## src/rtl/sync_fifo_wr_arb.sv

```systemverilog
// Round-robin write arbiter sharing one sync FIFO write port among NUM_REQ producers.
// Optional burst locking is enabled by defining FIFO_ARB_BURST_EN.
module sync_fifo_wr_arb #(
    parameter int NUM_REQ    = 4,
    parameter int DATA_WIDTH = 8,
    parameter int BURST_LEN  = 4
) (
    input  logic                          clk,
    input  logic                          rst,
    input  logic [NUM_REQ-1:0]            req,
    input  logic [NUM_REQ*DATA_WIDTH-1:0] req_data,
    output logic [NUM_REQ-1:0]            req_ready,
    input  logic                          fifo_full,
    output logic                          fifo_wr_en,
    output logic [DATA_WIDTH-1:0]         fifo_wr_data,
    output logic                          grant_valid,
    output logic [$clog2(NUM_REQ)-1:0]    grant_id
);

    localparam int IW = $clog2(NUM_REQ);

    // Reject configurations the arbiter cannot serve.
    if ((NUM_REQ < 2) || (BURST_LEN < 1)) begin : g_bad_cfg
        $error("sync_fifo_wr_arb: NUM_REQ must be >= 2 and BURST_LEN >= 1");
    end

    logic [IW-1:0]         r_last_ptr;
    logic [IW-1:0]         w_rr_idx;
    logic                  w_rr_found;
    logic [IW-1:0]         w_pos;
    logic [IW-1:0]         w_gid;
    logic                  w_gv;
    logic                  w_accept;
    logic [DATA_WIDTH-1:0] w_data;

    // Round-robin search starting just after the last served requester.
    always_comb begin
        w_rr_found = 1'b0;
        w_rr_idx   = '0;
        w_pos      = '0;
        for (int k = 1; k <= NUM_REQ; k++) begin
            w_pos = IW'((int'(r_last_ptr) + k) % NUM_REQ);
            if (!w_rr_found && req[w_pos]) begin
                w_rr_found = 1'b1;
                w_rr_idx   = w_pos;
            end
        end
    end

`ifdef FIFO_ARB_BURST_EN
    localparam int CW = $clog2(BURST_LEN) + 1;

    typedef enum logic {
        S_IDLE = 1'b0,
        S_LOCK = 1'b1
    } state_t;

    state_t        r_state;
    state_t        w_state_nx;
    logic [IW-1:0] r_owner;
    logic [IW-1:0] w_owner_nx;
    logic [CW-1:0] r_cnt;
    logic [CW-1:0] w_cnt_nx;
    logic [CW-1:0] w_cnt_inc;

    // Grant selection: locked owner only, otherwise round-robin winner.
    always_comb begin
        w_gid = w_rr_idx;
        w_gv  = |req;
        if (r_state == S_LOCK) begin
            w_gid = r_owner;
            w_gv  = req[r_owner];
        end
    end

    // Burst FSM next state: lock on first beat, release on length or drop.
    always_comb begin
        w_state_nx = r_state;
        w_owner_nx = r_owner;
        w_cnt_nx   = r_cnt;
        w_cnt_inc  = r_cnt + CW'(1);
        unique case (r_state)
            S_IDLE: begin
                if (w_accept && (BURST_LEN > 1)) begin
                    w_state_nx = S_LOCK;
                    w_owner_nx = w_gid;
                    w_cnt_nx   = CW'(1);
                end
            end
            S_LOCK: begin
                if (!fifo_full) begin
                    if (!req[r_owner]) begin
                        w_state_nx = S_IDLE;
                        w_cnt_nx   = '0;
                    end else if (w_cnt_inc == CW'(BURST_LEN)) begin
                        w_state_nx = S_IDLE;
                        w_cnt_nx   = '0;
                    end else begin
                        w_cnt_nx   = w_cnt_inc;
                    end
                end
            end
            default: begin
                w_state_nx = S_IDLE;
                w_cnt_nx   = '0;
            end
        endcase
    end

    // Burst FSM state registers.
    always_ff @(posedge clk) begin
        if (rst) begin
            r_state <= S_IDLE;
            r_owner <= '0;
            r_cnt   <= '0;
        end else begin
            r_state <= w_state_nx;
            r_owner <= w_owner_nx;
            r_cnt   <= w_cnt_nx;
        end
    end
`else
    // Without burst locking the arbiter is always in round-robin mode.
    always_comb begin
        w_gid = w_rr_idx;
        w_gv  = |req;
    end
`endif

    assign w_accept = w_gv & ~fifo_full;

    // Ready, write data mux and grant outputs.
    always_comb begin
        req_ready = '0;
        w_data    = '0;
        for (int i = 0; i < NUM_REQ; i++) begin
            if (w_gv && (w_gid == IW'(i))) begin
                req_ready[i] = ~fifo_full;
                w_data       = req_data[i*DATA_WIDTH +: DATA_WIDTH];
            end
        end
    end

    assign fifo_wr_en   = w_accept;
    assign fifo_wr_data = w_data;
    assign grant_valid  = w_gv;
    assign grant_id     = w_gv ? w_gid : '0;

    // Remember the last served requester for rotation.
    always_ff @(posedge clk) begin
        if (rst) begin
            r_last_ptr <= IW'(NUM_REQ - 1);
        end else if (w_accept) begin
            r_last_ptr <= w_gid;
        end
    end

endmodule

```

## config.mk

```make
export PLATFORM = sky130hd
export DESIGN_NAME = sync_fifo_wr_arb
export DESIGN_NICKNAME = d
export VERILOG_FILES = /design/src/rtl/sync_fifo_wr_arb.sv
export SDC_FILE = /design/constraint.sdc
export NUM_CORES = 1
export LEC_CHECK = 0
export ABC_AREA = 1
export CELL_PAD_IN_SITES_DETAIL_PLACEMENT = 1
export CELL_PAD_IN_SITES_GLOBAL_PLACEMENT = 2
export CORE_MARGIN = 4
export CORE_UTILIZATION = 17
export CTS_BUF_LIST = sky130_fd_sc_hd__clkbuf_4 sky130_fd_sc_hd__clkbuf_8
export CTS_CLUSTER_DIAMETER = 150
export CTS_CLUSTER_SIZE = 25
export DETAILED_ROUTE_END_ITERATION = 8
export HOLD_SLACK_MARGIN = 0.1
export PLACE_DENSITY_LB_ADDON = 0.15
export SYNTH_ARGS = -nofsm -noshare
export SYNTH_HDL_FRONTEND = slang
export SYNTH_SLANG_ARGS = --single-unit
```

## constraint.sdc

```tcl
create_clock -name clk -period 3.52 [get_ports clk]
set_input_delay 0.528 -clock clk [delete_from_list [all_inputs] [get_ports clk]]
set_output_delay 0.528 -clock clk [all_outputs]
set_load 0.03 [all_outputs]
```

# Word-level counts from Yosys, hierarchy flattened
# Cells that the tools add are included.
# Widths: inputs -> output; s select.
totals:
  ff_bits: 2
  input_bits: 39
  out_inout_bits: 16
  wordCells: 50
classes:
  addsub: 4
  magnitude_cmp: 4
  eq_ne: 3
  n_mux: 24
  bitwise_logic: 2
  n_reduce_logical: 12
op_table:
  columns: ["operator", "count"]
  rows:
  - ["$mux 8", 4]
  - ["$lt 2x3->1 const B", 4]
  - ["$mux 1", 11]
  - ["$mux 2", 5]
  - ["$bmux 1 s2", 4]
  - ["$logic_and 1x1->1", 7]
  - ["$add 2x1->2 const B", 2]
  - ["$add 2x2->2 const B", 2]
  - ["$eq 2x2->1 const B", 2]
  - ["$reduce_or 4->1", 1]
  - ["$logic_not 1->1", 3]
  - ["$eq 2x1->1 const B", 1]
  - ["$logic_not 2->1", 1]
  - ["$and 1x1->1", 1]
  - ["$not 1->1", 1]

# Logic depth before layout (Yosys ltp)
depth:
  word_depth: 19
  ltp_mapped: 15
  depth_no_buf: 14

# Worst setup path before layout
# No wires, ideal clock.
synth_timing:
  path_type: "input -> output"
  startpoint: "in req[2]"
  endpoint: "out req_ready[0]"
  arrival_time_ns: 2.035
  required_time_ns: 2.992
  path_slack_ns: 0.957
  cell_stages: 9
  path_buffers: 0
  cell_sequence: "nand2_1 nand2_2 nand2_1 nand2_2 a21oi_1 nand2_1 nand2_4 inv_1 nor3_1"
synth_between:
  elab_chain_cells: 15
  word_cells_on_any_way: 25
  classes_between: "16 x mux; 9 x reduce/logical"
synth_rtl:
  columns: ["element", "line_no", "source"]
  rows:
  - ["from (decl)", "10", "input logic [NUM_REQ-1:0] req,"]
  - ["$bmux 1 s2", "43", "if (!w_rr_found && req[w_pos]) begin"]
  - ["$mux 1 (implied by the code)", "43", null]
  - ["$mux 1", "43", null]
  - ["$logic_not 1->1", "43", null]
  - ["$logic_and 1x1->1", "43", null]
  - ["$mux 1", "43", null]
  - ["$logic_not 1->1", "43", null]
  - ["$logic_and 1x1->1", "43", null]
  - ["$mux 1", "43", null]
  - ["$logic_not 1->1", "43", null]
  - ["$logic_and 1x1->1", "43", null]
  - ["$mux 2", "43", null]
  - ["$logic_not 2->1", "137", "if (w_gv && (w_gid == IW'(i))) begin"]
  - ["$logic_and 1x1->1 (*)", "137", null]
  - ["$mux 1 (*)", "137", null]
  - ["to (decl)", "12", "output logic [NUM_REQ-1:0] req_ready,"]
# Every way passes the cells marked *; elsewhere a longest branch is shown, timed or not. The select of a mux whose other input is x is not followed.

# Worst setup path after layout
layout_timing:
  startpoint: "in req[1]"
  endpoint: "out grant_id[1]"
layout_between:
  elab_chain_cells: 13
  word_cells_on_any_way: 23
  classes_between: "16 x mux; 7 x reduce/logical"
layout_rtl:
  columns: ["element", "line_no", "source"]
  rows:
  - ["$bmux 1 s2", "43", null]
  - ["$mux 1 (implied by the code)", "43", null]
  - ["$mux 1", "43", null]
  - ["$logic_not 1->1", "43", null]
  - ["$logic_and 1x1->1", "43", null]
  - ["$mux 1", "43", null]
  - ["$logic_not 1->1", "43", null]
  - ["$logic_and 1x1->1", "43", null]
  - ["$mux 1", "43", null]
  - ["$logic_not 1->1", "43", null]
  - ["$logic_and 1x1->1", "43", null]
  - ["$mux 2", "43", null]
  - ["$mux 2 (*)", "147", "assign grant_id = w_gv ? w_gid : '0;"]
  - ["to (decl)", "17", "output logic [$clog2(NUM_REQ)-1:0] grant_id"]
# Marks and branches as above.

==> summary.md <==
| Metric | Value |
|---|---|
| Via-to-Cell Ratio | `4.297` |
| # port buffers | `54` |
| Antenna Nets Post-Route | `0` |
| Initial antenna violation count | `0` |
| TritonCTS buffer count | `3` |
| Clock power frac | `11.5%` |
| Crit-path slowest cell | `clkdlybuf4s50_1` |
| # setup viols final | `0` |
| Total Nets Final | `252` |
| Multiplexer share of the synthesized area | `0%` |
| Worst rel slew slack | `72.09%` |
| Core area | `4444 µm²` |
| Crit-path max cell delay | `690 ps` |
| Pwr/cell area | `between 500 and 600 nW/µm²` |
| Static leakage | `approximately 0.85 nW` |
| Layout cells sized above 1 | `13.74%` |
| GR Util All Layers | `11.49%` |
| Vias in the first global route | `1232` |
| Core Rows | `24` |
| Max reg flops | `2` |
| CP arrival | `between 2000 and 3000 ps` |
| Overall Power | `0.7879 mW` |
| Max Cap Violations | `0` |
| Layout area overhead | `84.99%` |
| Final Cell Area | `1465 µm²` |
| Antenna cells | `0` |
| Final count of hold timing violations | `0` |
| Synth area leader | `nand2_1` |
| H-tree lvl count | `1` |
| CTS clk-pin slew, worst paths | `30 ps` |
| Die span in y | `76.26 µm` |
| Overflow after GRT | `0` |
| Top cell type's share of synthesized area | `32.23%` |
| Fin crit share | `a little over 90%` |
| Pins Over Slew Limit | `0` |
| Commonest non-fill, non-tap cell in the layout | `nand2_1` |
| Per-cell routed wire length | `12.90 µm` |
| Logic pwr share | `83.9%` |
| CTS Sinks | `2` |
| Sw power | `0.4350 mW` |
| Yosys reg bits | `2` |
| DRT Wirelength | `between 3000 and 4000 µm` |
| Top Ports | `55` |
| Placer congestion estimate | `0.7604` |
| Worst-Skew Late Latency | `approximately 210 ps` |
| RSZ-0062 raised after global routing | `false` |
| Initial Util | `17.82%` |
| First-pass GRT wire length | `5623 µm` |
| Synth Area in XOR/XNOR | `0%` |
| Synthesized cell area | `roughly 790 µm²` |
| CP endpoint kind | `output pin` |
| Synth Instances | `roughly 150` |
| Area contributors post-synth | `nand2_1, nand3_1, nand3b_1, inv_1, nand2_2` |
| Crit Path Class | `primary input to output pin` |
| WHS | `722.3 ps` |
| Clock buffer depth | `2` |
| Fillers | `a little under 600` |
| Required time of the critical path | `2990 ps` |
| Clk Tree Root Cell | `clkbuf_8` |
| Min cycle time layout | `about 3200 ps` |
| Post-synthesis sequential area ratio | `5.055%` |
| Startpoint Class | `primary input` |
| DRC Markers | `0` |
| TritonCTS clock tree | `yes` |
| Drt pass-1 iters | `4` |
| Class of the worst hold path | `flip-flop to flip-flop` |
| Sequential Power Share | `4.6%` |
| Setup Buffers After CTS | `0` |
| Clock skew | `0.8486 ps` |
| Peak VDD IR | `about 300 µV` |
| Synth Area in Simple Gates | `~77%` |
| YS warnings | `0` |
| Post-synthesis adder-cell area fraction | `0%` |
| Internal power | `0.3529 mW` |
| Top Registers | `r_last_ptr x2` |
| Die Span X | `76.26 µm` |
| Least-Margin Pin Slew | `418.1 ps` |
| Most frequent cells in the layout | `nand2_1, clkdlybuf4s50_1, nand3_1` |
| Post-Syn Nets | `192` |
| Crit Path Max Fanout | `12` |
| Synth cell types | `21` |
| Die area | `5815 µm²` |
| Sw Ratio | `55.21%` |
| Critical-path cell list | `clkdlybuf4s50_1 > inv_1 > nand2_1 > nand3_1 > nand2_1 > inv_1 > nor2_4 > nand3_4 > nand2_4 > buf_4 > clkdlybuf4s50_1` |
| Max Clock Freq | `0.3081 GHz` |
| Final WS setup | `274.5 ps` |
| Largest register by flop count | `r_last_ptr` |
| Largest family of logic cells by synthesized area | `simple AND/OR/NAND/NOR gates` |
| Final HPWL DP | `2875 µm` |
| Vias | `1130` |
| Iter 0 DRT Violations | `29` |
| Largest net degree at the start of global routing | `16` |
| Pre-CTS setup slack | `9.591 ps` |
| Setup TNS | `0 ps` |
| Syn Area/Cell | `around 5.2 µm²` |
| Area fraction in compound gates after synthesis | `under 10%` |
| Status | `completed` |
| Cell Area, Placed | `1394 µm²` |
-- worst max-delay path: cells and delay by family --
family                 cells  cell delay, ps
buffers and inverters      5            1560
AND/OR/NAND/NOR            6             620
-- power by group through the flow --
| stage | sequential [mW] | clock (mW) | combinational [mW] |
|---|---|---|---|
| after detailed placement | 0.0365 | 0 | 0.683 |
| after global placement | 0.0364 | 0 | 0.677 |
| after global routing | 0.0370 | 0.0954 | 0.726 |
| final | 0.0359 | 0.0908 | 0.661 |
| after floorplan | 0.0274 | 0 | 0.440 |
| after CTS | 0.0361 | 0.0935 | 0.687 |
-- per-layer routing --
layer | GRT usage, % | vias to the layer above | share of wire, %
met3 | 2.719 | 2 | 5.7
met2 | 18.89 | 33 | 45
met1 | 15.09 | 500 | 49
met5 | 0 | - | 0
met4 | 2.717 | 0 | 0.29
li1 | - | 595 | -
-- cell type report --
type	count	area (µm²)	share of cell area (%)
Multi-Input combinational cell	127	630.6	43.04
Timing Repair Buffer	59	608.1	41.50
Inverter	20	80.08	5.465
Tap cell	52	65.06	4.441
Clock buffer	3	41.29	2.818
Sequential cell	2	40.04	2.733
-- path summary, 6_finish.rpt --
check | from | to | slack [ps] | cells past startpoint
worst max-delay path | req[1] | grant_id[1] | 270 | 11
worst min-delay path | r_last_ptr[0]$_SDFFE_PP1P_ | r_last_ptr[0]$_SDFFE_PP1P_ | 720 | 2
worst max register to register | r_last_ptr[0]$_SDFFE_PP1P_ | r_last_ptr[0]$_SDFFE_PP1P_ | 1650 | 11
worst min register to register | r_last_ptr[0]$_SDFFE_PP1P_ | r_last_ptr[0]$_SDFFE_PP1P_ | 720 | 2
-- synth_stat cells --
cell type and count:
nand3_1 22, dfxtp_1 2, a21oi_1 3, nand3_4 1
nor2_4 4, nor2_2 1, nand2_2 9, nand2_4 2
inv_2 3, buf_6 3, nand3b_1 8, clkinv_1 1
nor2_1 4, buf_4 1, o21ai_0 1, nor3_1 2
nand2_1 68, nor4_1 1, inv_1 15, nand4_1 1
inv_6 1
-- timing repair --
action	in CTS	in global routing
resized for setup	0	12
hold buffers	0	0
endpoints found under the setup margin	0	12
-- per-stage QoR --
step,std cells,util [%]
finish,263,32.97
CTS,263,32.29
global route,263,32.97
detailed placement,260,31.36
global placement,260,31.36
floorplan,153,-
-- cells by family (layout without fill, tap and decap cells) --
logic type / Yosys count / count (layout)
AND/OR/NAND/NOR: 123 / 123
buffers and inverters: 24 / 82
AO/OA/AOI/OAI: 4 / 4
flip-flops: 2 / 2
Note: power is estimated with default switching activity, not from simulation.
